### src/rtl/via_n_m.sv
// via_n_m -- multi-port dependency point for NoC traffic models.
//
// Joins across NUM_IN sink ports, each buffered by a DEPTH-entry flit FIFO.
// One flit from every input (or nothing at all, with NODEP) produces one flit
// on every one of NUM_OUT source ports. Output destinations are either the
// return fields of the matching input head flit, or a rotating walk over the
// fixed DEST/DEST_VC list. `done` goes high once NUM_TESTS fires have been
// made and NUM_TESTS flits have been received on every input.
//
// Flit layout (MSB first):
//   return node | return VC | src node | dst node | dst VC | id[8] | counter[CW]
//
// Ports:
//   clk      rising-edge clock
//   rst      asynchronous active-low reset
//   done     sticky test-complete flag
//   i_data   NUM_IN flits, port k at [k*WIDTH +: WIDTH]
//   i_valid  per-input valid
//   i_ready  per-input ready (FIFO not full; low in and just after reset)
//   o_data   NUM_OUT registered output flits
//   o_dest   per-output destination node
//   o_vc     per-output destination VC
//   o_valid  per-output one-cycle valid pulse
//   o_ready  per-output permission, sampled at the fire edge
//   seq_err  per-input sticky sequence error (only with VIA_SEQ_CHECK_EN)
//
// Build option: define VIA_SEQ_CHECK_EN to add the per-input, per-source
// counter sequence checker and the seq_err port.

module via_n_m #(
    parameter int                     N                = 16,
    parameter int                     NUM_VC           = 2,
    parameter int                     NUM_IN           = 2,
    parameter int                     NUM_OUT          = 2,
    parameter int                     WIDTH            = 32,
    parameter int                     DEPTH            = 4,
    parameter int                     NODE             = 15,
    parameter int                     ID               = 0,
    parameter bit                     NODEP            = 1'b0,
    parameter bit                     RETURN_TO_SENDER = !NODEP,
    parameter int                     NUM_DEST         = 4,
    // One 32-bit slot per list entry, entry 0 in the least significant slot.
    parameter logic [NUM_DEST*32-1:0] DEST             = {NUM_DEST{32'd1}},
    parameter logic [NUM_DEST*32-1:0] DEST_VC          = {NUM_DEST{32'd1}},
    parameter int                     NUM_TESTS        = 1000,
    localparam int                    NAW              = $clog2(N),
    localparam int                    VCW              = $clog2(NUM_VC)
) (
    input  logic                     clk,
    input  logic                     rst,
    output logic                     done,
    input  logic [NUM_IN*WIDTH-1:0]  i_data,
    input  logic [NUM_IN-1:0]        i_valid,
    output logic [NUM_IN-1:0]        i_ready,
    output logic [NUM_OUT*WIDTH-1:0] o_data,
    output logic [NUM_OUT*NAW-1:0]   o_dest,
    output logic [NUM_OUT*VCW-1:0]   o_vc,
    output logic [NUM_OUT-1:0]       o_valid,
    input  logic [NUM_OUT-1:0]       o_ready
`ifdef VIA_SEQ_CHECK_EN
    ,
    output logic [NUM_IN-1:0]        seq_err
`endif
);

    localparam int CW      = WIDTH - 3*NAW - 2*VCW - 8;
    localparam int PW      = $clog2(DEPTH);
    localparam int DPW     = (NUM_DEST > 1) ? $clog2(NUM_DEST) : 1;
    localparam int SRC_LSB = CW + 8 + VCW + NAW;

    generate
        if (CW < 1) begin : g_bad_width
            $error("via_n_m: WIDTH too small to hold the flit header");
        end
    endgenerate

    logic [WIDTH-1:0]  mem [NUM_IN][DEPTH];
    logic [PW-1:0]     rd_ptr [NUM_IN];
    logic [PW-1:0]     wr_ptr [NUM_IN];
    logic [PW:0]       count  [NUM_IN];
    logic [31:0]       rx_cnt [NUM_IN];
    logic [31:0]       rx_nxt [NUM_IN];
    logic [31:0]       fire_cnt;
    logic [31:0]       fire_nxt;
    logic [CW-1:0]     tx_cnt;
    logic [DPW-1:0]    ptr;
    logic              alive;
    logic [NUM_IN-1:0] push;
    logic [NUM_IN-1:0] pop;
    logic [NUM_IN-1:0] non_empty;
    logic              fire;
    logic              reached;
    logic [NAW-1:0]    dest_sel [NUM_OUT];
    logic [VCW-1:0]    vc_sel   [NUM_OUT];

    // alive holds i_ready low for the first cycle after reset release.
    always_comb begin
        non_empty = '0;
        i_ready   = '0;
        for (int k = 0; k < NUM_IN; k++) begin
            non_empty[k] = (count[k] != '0);
            i_ready[k]   = rst & alive & (count[k] != (PW+1)'(DEPTH));
        end
    end

    assign push = i_valid & i_ready;
    assign fire = (&o_ready) & ((&non_empty) | NODEP);
    assign pop  = {NUM_IN{fire}} & non_empty;

    // Heads are read before the pop that happens on the same edge.
    always_comb begin
        for (int k = 0; k < NUM_OUT; k++) begin
            dest_sel[k] = '0;
            vc_sel[k]   = '0;
            if (RETURN_TO_SENDER) begin
                dest_sel[k] = mem[k % NUM_IN][rd_ptr[k % NUM_IN]][WIDTH-1 -: NAW];
                vc_sel[k]   = mem[k % NUM_IN][rd_ptr[k % NUM_IN]][WIDTH-NAW-1 -: VCW];
            end else begin
                dest_sel[k] = DEST[((int'(ptr) + k) % NUM_DEST)*32 +: NAW];
                vc_sel[k]   = DEST_VC[((int'(ptr) + k) % NUM_DEST)*32 +: VCW];
            end
        end
    end

    // done looks at post-edge counts so it rises together with the final fire.
    always_comb begin
        fire_nxt = fire_cnt;
        if (fire && (fire_cnt != '1))
            fire_nxt = fire_cnt + 32'd1;
        reached = (fire_nxt >= 32'(NUM_TESTS));
        for (int k = 0; k < NUM_IN; k++) begin
            rx_nxt[k] = rx_cnt[k];
            if (push[k] && (rx_cnt[k] != '1))
                rx_nxt[k] = rx_cnt[k] + 32'd1;
            if (rx_nxt[k] < 32'(NUM_TESTS))
                reached = 1'b0;
        end
    end

    // FIFO storage carries no reset; contents are dead once pointers clear.
    always_ff @(posedge clk) begin
        for (int k = 0; k < NUM_IN; k++) begin
            if (push[k])
                mem[k][wr_ptr[k]] <= i_data[k*WIDTH +: WIDTH];
        end
    end

    always_ff @(posedge clk or negedge rst) begin
        if (!rst) begin
            alive    <= 1'b0;
            tx_cnt   <= '0;
            fire_cnt <= '0;
            ptr      <= '0;
            done     <= 1'b0;
            o_valid  <= '0;
            o_data   <= '0;
            o_dest   <= '0;
            o_vc     <= '0;
            for (int k = 0; k < NUM_IN; k++) begin
                rd_ptr[k] <= '0;
                wr_ptr[k] <= '0;
                count[k]  <= '0;
                rx_cnt[k] <= '0;
            end
        end else begin
            alive    <= 1'b1;
            fire_cnt <= fire_nxt;
            done     <= done | reached;
            for (int k = 0; k < NUM_IN; k++) begin
                if (push[k])
                    wr_ptr[k] <= wr_ptr[k] + 1'b1;
                if (pop[k])
                    rd_ptr[k] <= rd_ptr[k] + 1'b1;
                count[k]  <= count[k] + (PW+1)'(push[k]) - (PW+1)'(pop[k]);
                rx_cnt[k] <= rx_nxt[k];
            end
            o_valid <= {NUM_OUT{fire}};
            if (fire) begin
                tx_cnt <= tx_cnt + CW'(1);
                ptr    <= (int'(ptr) == NUM_DEST-1) ? '0 : ptr + 1'b1;
                for (int k = 0; k < NUM_OUT; k++) begin
                    o_data[k*WIDTH +: WIDTH] <= {NAW'(NODE), VCW'(k % NUM_VC), NAW'(NODE),
                                                 dest_sel[k], vc_sel[k], 8'(ID),
                                                 tx_cnt + CW'(1)};
                    o_dest[k*NAW +: NAW]     <= dest_sel[k];
                    o_vc[k*VCW +: VCW]       <= vc_sel[k];
                end
            end
        end
    end

`ifdef VIA_SEQ_CHECK_EN
    // Expected next counter per (input, source node); resyncs after a miss.
    logic [CW-1:0] exp_seq [NUM_IN][N];

    always_ff @(posedge clk or negedge rst) begin
        if (!rst) begin
            seq_err <= '0;
            for (int k = 0; k < NUM_IN; k++)
                for (int s = 0; s < N; s++)
                    exp_seq[k][s] <= CW'(1);
        end else begin
            for (int k = 0; k < NUM_IN; k++) begin
                if (push[k]) begin
                    if (i_data[k*WIDTH +: CW] != exp_seq[k][i_data[k*WIDTH + SRC_LSB +: NAW]])
                        seq_err[k] <= 1'b1;
                    exp_seq[k][i_data[k*WIDTH + SRC_LSB +: NAW]] <= i_data[k*WIDTH +: CW] + CW'(1);
                end
            end
        end
    end
`endif

endmodule

### config.mk
export PLATFORM = sky130hd
export DESIGN_NAME = via_n_m
export DESIGN_NICKNAME = d
export VERILOG_FILES = /design/src/rtl/via_n_m.sv
export SDC_FILE = /design/constraint.sdc
export NUM_CORES = 1
export LEC_CHECK = 0
export BUFFER_PORTS_ARGS = -buffer_cell sky130_fd_sc_hd__buf_2
export CAP_MARGIN = 20
export CORE_MARGIN = 4
export CORE_UTILIZATION = 45
export CTS_CLUSTER_DIAMETER = 120
export CTS_CLUSTER_SIZE = 12
export DETAILED_ROUTE_END_ITERATION = 8
export PLACE_DENSITY = 0.7
export SYNTH_ARGS = -nofsm -noshare
export SYNTH_HDL_FRONTEND = slang
export SYNTH_SLANG_ARGS = --single-unit
export TNS_END_PERCENT = 50
### constraint.sdc
create_clock -name clk -period 4.2 [get_ports clk]
set_clock_uncertainty 0.2 [all_clocks]
set_input_delay 0.42 -clock clk [delete_from_list [all_inputs] [get_ports clk]]
set_output_delay 0.42 -clock clk [all_outputs]
set_load 0.01 [all_outputs]
==> results by group, run 1 <==
Status
  • Status: complete, no violations

Layout
  • Non-filler cells, final: 1197
  • Commonest non-fill, non-tap cell in the layout: dfrtp_1
  • Antenna Cells: 0
  • NumNets Final: around 1000
  • Share of layout cells above drive strength 1: between 10% and 20%
  • P&R area growth vs syn: 11.79%
  • Commonest cells after routing, fill and taps aside: dfrtp_1, buf_2, xnor2_1, nand2_1, nand3_1
  • Final cell area excluding filler cells: about 10000 sq um
  • Filler Cells Inserted: 1815

Clock network
  • Clock root buffer: clkbuf_16
  • Post-CTS setup-driven buffer insertion count: 0
  • Max H-tree Level: 4
  • Clock Latency Late Sink: about 440 ps
  • CTS Buf Count: 17
  • Max clock buf depth: 2
  • CTS Hold Bufs: 11
  • CTS tree: built
  • Cts repair resizes: 0
  • Clock Pin Slew Worst Setup and Hold Paths: 70 ps
  • Sink Count: between 150 and 200

STA
  • Fin crit share: 89.53%
  • Unrepaired setup endpoints after global routing: false
  • Final Max Tran Viols: 0
  • Setup TNS: 0 ps
  • Final hold violation count: 0
  • Clock period minus worst slack: approximately 3800 ps
  • Worst Max-Slew Pin Slew: roughly 830 ps
  • Max Fclk: 0.2659 GHz
  • Worst slew margin: 44.17%
  • Final setup fails: 0

Global routing
  • Largest net degree at the start of global routing: roughly 120
  • Total GRT Usage: between 10% and 20%
  • First-pass GRT wire length: between 30000 and 40000 um
  • Vias in the first global route: around 6500
  • Initial antenna violation count: 0
  • Gr ovfl total: 0

Synthesis
  • Top_reg_cell synth: dfrtp_1
  • Mapped Area: between 9000 and 10000 sq um
  • EDFF count, synth: 40
  • Synth async-reset ratio: between 70 and 80%
  • Cells after Synth: 865
  • Mean Syn Cell Area: around 11 sq um
  • Synthesis warning total: 0
  • Sequential-to-total area share from yosys stat: 48.94%
  • Register bit count reported by yosys: 174
  • Synth unique cells: slightly above 60

Drt
  • Drt wl/cell: between 15 and 20 um
  • Initial DRC count: between 400 and 500
  • Total routed wirelength: between 15000 and 20000 um
  • Drt drc: 0
  • Vias per cell: 5.523
  • Via count: 6611
  • Antenna Violating Nets Remaining: 0
  • Drt first pass iters: 5

Job
  • Maxcap violations: 0

Placement
  • Placed Cells: approximately 1200
  • Gpl congestion: about 0.9
  • Placed Area: 9654 sq um
  • DP HPWL: between 10000 and 15000 um
  • Number of port buffers: 77

Worst setup path
  • CP Data Required Time: approximately 4300 ps
  • Crit path launch type: primary input
  • CP max FO: 23
  • Setup CP Type: primary input to flop
  • Critical path endpoint category: flop
  • Crit path DAT: between 3000 and 4000 ps

Die
  • Die X-Extent: ~150 um
  • I/O pin cnt: 149
  • Core Footprint: just over 20000 sq um
  • Initial Utilization: 45.85%
  • Row count: 52
  • Die Y: 151.8 um
  • Die Area: about 23000 sq um

Power
  • Static leakage: 4.380 nW
  • P per Cell Area: approximately 460 nW/um^2
  • Peak supply drop: 0.2762 mV

Min path
  • Hold Crit Class: primary input to flop
final cells by class:
| type | instances | area [sq um] | share of cell area, % |
|---|---|---|---|
| repair buffers | 96 | 574.3 | 5.520 |
| clock buffers | 17 | 425.4 | 4.089 |
| flip-flops and latches | 174 | 4554 | 43.78 |
| well taps | 270 | 337.8 | 3.247 |
| clock inverters | 15 | 214.0 | 2.057 |
| inverters | 24 | 90.09 | 0.8659 |
| multi-input cells | 601 | 4208 | 40.45 |
cells by family (layout without fill, tap and decap cells):
kind of cell	count (synthesis)	after routing	synth area share (%)
AO/OA/AOI/OAI	64	64	5.243
XOR/XNOR	106	106	9.976
adder cells (fa/ha/maj)	18	18	2.581
buffers and inverters	106	152	6.548
flip-flops	174	174	48.94
multiplexers	30	30	4.759
other	2	18	0.08070
AND/OR/NAND/NOR	365	365	21.87
critical path: stages:
cell and delay, ps:
dlygate4sd3_1 540, buf_6 240, nand3_1 120, a21oi_1 150
buf_4 180, inv_1 110, a31o_2 390, o31a_1 370
nor4_1 290, or4bb_1 430, nor4_1 500, a211oi_1 80
registers in the layout, indices dropped and copies added (netlist names), 4 cells and up:
signal / flops
count: 6
fire_cnt: 32
mem: 40
o_data: 4
o_dest: 7
rd_ptr: 4
rx_cnt: 64
tx_cnt: 9
wr_ptr: 4
where the power goes:
group / internal [mW] / total (mW) / leakage, nW / switching (mW)
Clock: 0.923 / 1.68 / 0.314 / 0.754
Sequential: 1.96 / 2.23 / 2.10 / 0.271
Combinational: 0.471 / 0.916 / 1.97 / 0.446
Total: 3.36 / 4.83 / 4.38 / 1.47
final timing paths:
check / from / to / slack (ps) / cells past startpoint
hold / removal: o_ready[1] / o_valid[0] / 200 / 3
min in group asynchronous: rst / o_dest[6] / 210 / 2
setup / recovery: rst / done / 440 / 12
max in group asynchronous: rst / rx_cnt[53] / 2710 / 3
hold reg to reg: o_data[41] / o_data[41] / 280 / 1
setup reg to reg: rx_cnt[44] / done / 590 / 9
synthesized netlist by cell type, drive strengths merged (8+ instances only):
| library cell | number | area [sq um] |
|---|---|---|
| and4 | 16 | 140.1 |
| nand2 | 64 | 240.2 |
| dfrtp | 134 | 3353 |
| or3 | 9 | 56.30 |
| xor2 | 39 | 341.6 |
| xnor2 | 67 | 586.8 |
| nand4 | 44 | 275.3 |
| or4 | 14 | 105.1 |
| nor2 | 43 | 161.4 |
| nor4 | 33 | 234.0 |
| or2 | 16 | 100.1 |
| inv | 24 | 90.09 |
| and2 | 14 | 87.58 |
| mux4 | 10 | 225.2 |
| nor3 | 35 | 175.2 |
| edfxtp | 40 | 1201 |
| nand3 | 46 | 235.2 |
| and3 | 17 | 106.4 |
| ha | 16 | 200.2 |
| o21a | 8 | 60.06 |
| buf | 64 | 451.7 |
| clkbuf | 18 | 67.56 |
| mux2 | 14 | 157.7 |
stage by stage:
stage | setup WS [ps] | power, mW | hold slack, ps | utilization [%]
after floorplan | 1144 | 2.950 | -75.59 | -
after global routing | 134.1 | 5.115 | 182.7 | 51.25
final | 439.9 | 4.827 | 199.5 | 51.25
after detailed placement | 550.3 | 3.199 | 103.9 | 47.56
after CTS | 415.9 | 4.894 | 182.1 | 51.25
after global placement | 595.4 | 3.155 | 100.4 | 47.56
per-layer routing:
layer | global-route usage, % | wire length, um
met4 | 5.265 | 272
met5 | 0 | 0
met1 | 22.12 | 8261
met3 | 4.209 | 1043
met2 | 27.29 | 9149
Power figures use the tool's default switching activity.
==> run 2, diff against run 1 <==
--- a/config.mk
+++ b/config.mk
@@ -12,7 +12,8 @@
 export CTS_CLUSTER_DIAMETER = 120
 export CTS_CLUSTER_SIZE = 12
 export DETAILED_ROUTE_END_ITERATION = 8
-export PLACE_DENSITY = 0.7
+export PLACE_DENSITY = 0.66
+export SKIP_LAST_GASP = 1
 export SYNTH_ARGS = -nofsm -noshare
 export SYNTH_HDL_FRONTEND = slang
 export SYNTH_SLANG_ARGS = --single-unit
==> constraint.sdc (replaced) <==
create_clock -name clk -period 4.2 [get_ports clk]
set_clock_uncertainty 0.2 [all_clocks]
set_input_delay 0 -clock clk [delete_from_list [all_inputs] [get_ports clk]]
set_output_delay 0 -clock clk [all_outputs]
set_load 0.01 [all_outputs]
==> results by group, run 2 (synthesis gave the netlist of run 1 again) <==
STA
  • Clock period minus worst slack: approximately 3500 ps
  • Final Max Tran Viols: 0
  • Hold slack: ~120 ps
  • Max Fclk: about 0.29 GHz
  • Fin crit share: around 83%
  • Worst Max-Slew Pin Slew: around 900 ps
  • Worst slew margin: roughly 40%
  • Setup TNS: 0 ps
  • Final setup fails: 0
  • Unrepaired setup endpoints after global routing: false
  • Final hold violation count: 0

Global routing
  • Initial antenna violation count: 0
  • Vias in the first global route: between 6000 and 7000
  • Gr ovfl total: 0
  • Total GRT Usage: about 17%
  • Largest net degree at the start of global routing: 72
  • First-pass GRT wire length: between 30000 and 40000 um

Power
  • P per Cell Area: between 400 and 500 nW/um^2
  • Flop pwr share: a little under half
  • Sw frac: about a third
  • Int Pwr: about 3.2 mW
  • Tot Pwr: 4.728 mW
  • Switching power total: ~1.5 mW
  • Clk network pwr share: approximately 33%
  • Logic pwr share: slightly below 20%
  • Static leakage: around 4.4 nW
  • Peak supply drop: about 0.27 mV

Layout
  • Share of layout cells above drive strength 1: between 10% and 20%
  • Commonest non-fill, non-tap cell in the layout: dfrtp_1
  • Non-filler cells, final: ~1200
  • Largest reg by FF count: rx_cnt
  • Antenna Cells: 0
  • Commonest cells after routing, fill and taps aside: dfrtp_1, buf_2, xnor2_1, nand2_1, nand3_1
  • Max reg flops: 64
  • P&R area growth vs syn: 12.05%
  • NumNets Final: approximately 1000

Clock network
  • CTS Buf Count: 17
  • CTS tree: built
  • Clock Pin Slew Worst Setup and Hold Paths: roughly 80 ps
  • Max clock buf depth: 2
  • Sink Count: about 170
  • Max H-tree Level: 4
  • Clock root buffer: clkbuf_16
  • Post-CTS setup-driven buffer insertion count: 0
  • Cts repair resizes: 0
  • Clock Latency Late Sink: 430 ps

Placement
  • Number of port buffers: 77
  • Gpl congestion: a little under 0.9
  • DP HPWL: roughly 14000 um
  • Placed Cells: around 1200

Die
  • Die X-Extent: 151.8 um
  • Row count: between 50 and 60
  • Core Footprint: 20300 sq um
  • Die Area: between 20000 and 25000 sq um
  • Die Y: approximately 150 um
  • Initial Utilization: around 46%
  • I/O pin cnt: roughly 150

Drt
  • Drt first pass iters: 5
  • Via count: between 6000 and 7000
  • Total routed wirelength: about 19000 um
  • Initial DRC count: a little under 400
  • Vias per cell: roughly 5.4
  • Drt drc: 0
  • Antenna Violating Nets Remaining: 0
  • Drt wl/cell: roughly 16 um

Worst setup path
  • Setup CP Type: flop to flop
  • Crit path launch type: flop
  • Critical path endpoint category: flop
  • Crit path DAT: approximately 3600 ps
  • Reg2reg setup slack: between 700 and 800 ps
  • CP max FO: 17
  • CP Data Required Time: 4340 ps

Min path
  • Hold Crit Class: primary input to flop

Status
  • Status: complete, no violations

Job
  • Maxcap violations: 0
run 2: cell count changes in the layout (fill, tap and decap cells not counted):
| cell | change |
|---|---|
| clkinv_8 | +2 |
| inv_12 | +1 |
| dlygate4sd3_1 | +6 |
| inv_6 | +1 |
| bufinv_16 | -2 |
| clkinv_2 | +1 |
| buf_4 | +2 |
| inv_8 | -3 |
| buf_12 | -1 |
run 2: stage by stage:
stage / utilization [%] / instance area, sq um / worst slack, ps
after global placement: 47.53 / 9649 / 792.1
after floorplan: - / 9366 / 1144
after global routing: 51.37 / 10430 / 435.9
after CTS: 51.37 / 10430 / 741.2
final: 51.37 / 10430 / 729.9
after detailed placement: 47.53 / 9649 / 755.5
run 2: worst max-delay path: stages, from the launching register on:
cell and delay (ps):
dfrtp_1 440, nand4_1 220, nor4_1 600, a31o_2 490, buf_4 290, nor3_1 90
xnor2_1 140, a2111oi_0 580, nor4_1 160, a211oi_1 190
run 2: layout make-up:
cell class | instances | area, sq um
clock buffers | 17 | 425.4
clock inverters | 15 | 182.7
fillers | 1826 | 9872
inverters | 24 | 90.09
multi-input cells | 601 | 4208
flip-flops and latches | 174 | 4554
well taps | 270 | 337.8
repair buffers | 103 | 629.4
run 2: worst paths after layout:
path,startpoint,to,cells past startpoint
min in group asynchronous,rst,fire_cnt[26],3
max reg2reg,rx_cnt[44],done,9
max,rx_cnt[44],done,9
max in group asynchronous,rst,o_dest[0],4
min reg2reg,o_data[41],o_data[41],1
min,i_data[29],mem[0][61],2
run 2: routing by layer:
| layer | GRT usage [%] | vias up | wire, um |
|---|---|---|---|
| li1 | - | 3215 | - |
| met1 | 22.85 | 3139 | 8750 |
| met2 | 26.78 | 153 | 9128 |
| met3 | 4.636 | 21 | 973 |
| met4 | 4.366 | 0 | 221 |
| met5 | 0 | - | 0 |
run 2: timing repair:
item,in CTS,in global routing
endpoints found under the hold margin,111,0
hold buffers,17,0
setup endpoints to repair,0,0
run 2: power groups by stage:
stage	registers (mW)	clock network (mW)	logic, mW
after global placement	2.26	0	0.896
after global routing	2.29	1.69	1.03
after CTS	2.24	1.62	0.935
after detailed placement	2.27	0	0.914
final	2.24	1.58	0.918
after floorplan	2.20	0	0.746
==> run 3, diff against run 2 <==
--- a/config.mk
+++ b/config.mk
@@ -12,7 +12,7 @@
 export CTS_CLUSTER_DIAMETER = 120
 export CTS_CLUSTER_SIZE = 12
 export DETAILED_ROUTE_END_ITERATION = 8
-export PLACE_DENSITY = 0.66
+export PLACE_DENSITY = 0.68
 export SKIP_LAST_GASP = 1
 export SYNTH_ARGS = -nofsm -noshare
 export SYNTH_HDL_FRONTEND = slang
==> constraint.sdc (replaced) <==
create_clock -name clk -period 2.9 [get_ports clk]
set_clock_uncertainty 0.2 [all_clocks]
set_input_delay 0 -clock clk [delete_from_list [all_inputs] [get_ports clk]]
set_output_delay 0 -clock clk [all_outputs]
set_load 0.01 [all_outputs]
==> results by group, run 3 (synthesis gave the netlist of run 1 again) <==
Layout
  • Commonest cells after routing, fill and taps aside: buf_4, dfrtp_1, buf_2, xnor2_1, nand2_1
  • Filler Cells Inserted: around 1700
  • Share of layout cells above drive strength 1: ~34%
  • Multi-input combinational cell area: approximately 4400 sq um
  • Final Util: 59.46%
  • P&R area growth vs syn: 29.69%
  • Final cell area excluding filler cells: about 12000 sq um
  • Largest reg by FF count: rx_cnt
  • Non-filler cells, final: 1389
  • NumNets Final: 1194
  • Commonest non-fill, non-tap cell in the layout: buf_4
  • Max reg flops: between 60 and 70
  • Reg area: between 4000 and 5000 sq um
  • Antenna Cells: 0

Drt
  • Vias per cell: between 5 and 6
  • Total routed wirelength: approximately 21000 um
  • Drt drc: 0
  • Via count: 7413
  • Initial DRC count: between 300 and 400
  • Antenna Violating Nets Remaining: 0
  • Drt wl/cell: between 15 and 20 um
  • Drt first pass iters: 5

Placement
  • Gpl congestion: 0.9051
  • Placed Cells: about 1300
  • Setup slack at placement: -167.8 ps
  • DP HPWL: ~16000 um
  • Number of port buffers: 77
  • Placed Area: 11010 sq um

Status
  • Status: finished, violations left
  • Failing checks: setup timing

Die
  • Row count: 52
  • Initial Utilization: between 40 and 50%
  • Core Footprint: between 20000 and 25000 sq um
  • I/O pin cnt: 149
  • Die X-Extent: about 150 um
  • Die Y: ~150 um
  • Die Area: approximately 23000 sq um

STA
  • Setup ws final: -128.8 ps
  • Fin crit share: 104.4%
  • Setup TNS: -128.8 ps
  • Max Fclk: ~0.33 GHz
  • Unrepaired setup endpoints after global routing: true
  • Clock period minus worst slack: between 3000 and 4000 ps
  • Final hold violation count: 0
  • Hold slack: ~36 ps
  • Final Max Tran Viols: 0
  • Final setup fails: 1

Global routing
  • Largest net degree at the start of global routing: 82
  • Vias in the first global route: roughly 7400
  • Initial antenna violation count: 0
  • Total GRT Usage: 19.06%
  • First-pass GRT wire length: about 36000 um
  • Gr ovfl total: 0

Clock network
  • Sink Count: ~170
  • Max H-tree Level: 4
  • CTS Buf Count: 17
  • Clock Latency Late Sink: between 400 and 500 ps
  • Clock Pin Slew Worst Setup and Hold Paths: around 80 ps
  • CTS tree: built
  • Max clock buf depth: 2
  • Clock root buffer: clkbuf_16

Min path
  • Hold Crit Class: primary input to async pin

Power
  • Static leakage: 5.381 nW
  • P per Cell Area: approximately 600 nW/um^2
  • Peak supply drop: ~0.49 mV
  • Tot Pwr: 7.182 mW

Worst setup path
  • CP max FO: 5
  • Critical path endpoint category: flop
  • Setup CP Type: flop to flop
  • Crit path launch type: flop
  • CP Data Required Time: ~3000 ps
  • Crit path DAT: roughly 3100 ps

Job
  • Maxcap violations: 0
## run 3: where the power goes
group | switching, mW | internal [mW] | total [mW] | leakage (nW)
sequential | 0.316 | 2.84 | 3.16 | 2.10
clock | 1.15 | 1.19 | 2.34 | 0.304
combinational | 0.792 | 0.890 | 1.68 | 2.98
total | 2.26 | 4.92 | 7.18 | 5.38
## run 3: area by class of cell
cell class,instances,share of cell area (%)
clock inverters,15,1.752
multi-input cells,601,36.53
well taps,270,2.799
repair buffers,288,16.90
inverters,24,0.7464
clock buffers,17,3.525
flip-flops and latches,174,37.75
## run 3: routing by layer
layer	track usage, %	share of wire (%)
met5	0	0
met4	5.180	1.5
met3	4.380	4.7
met2	31.54	49
met1	25.43	45
## run 3: critical path, stage by stage, from the launching register on
cell and delay (ps):
dfrtp_1 360, nand4_1 220, or3_4 400, or2_2 290
o31a_1 300, nor4_2 280, or4bb_4 500, nor4_4 250
a211oi_1 90
## run 3: path summary, 6_finish.rpt
path	to	slack, ps	depth (start not counted)	start
max reg2reg	done	-130	8	rx_cnt[46]
min	o_dest[2]	40	3	rst
max in group asynchronous	fire_cnt[0]	1520	5	rst
min reg2reg	o_data[41]	310	1	o_data[41]
max	done	-130	8	rx_cnt[46]
min in group clk	mem[0][27]	110	2	i_data[27]
## run 3: repair_timing
item / CTS / global route
pin swaps: 15 / 2
buffers inserted: 6 / 1
gates resized for setup: 25 / 8
hold endpoints to repair: 101 / 0
gates cloned: 0 / 0
setup endpoints to repair: 1 / 2
hold buffers: 16 / 0
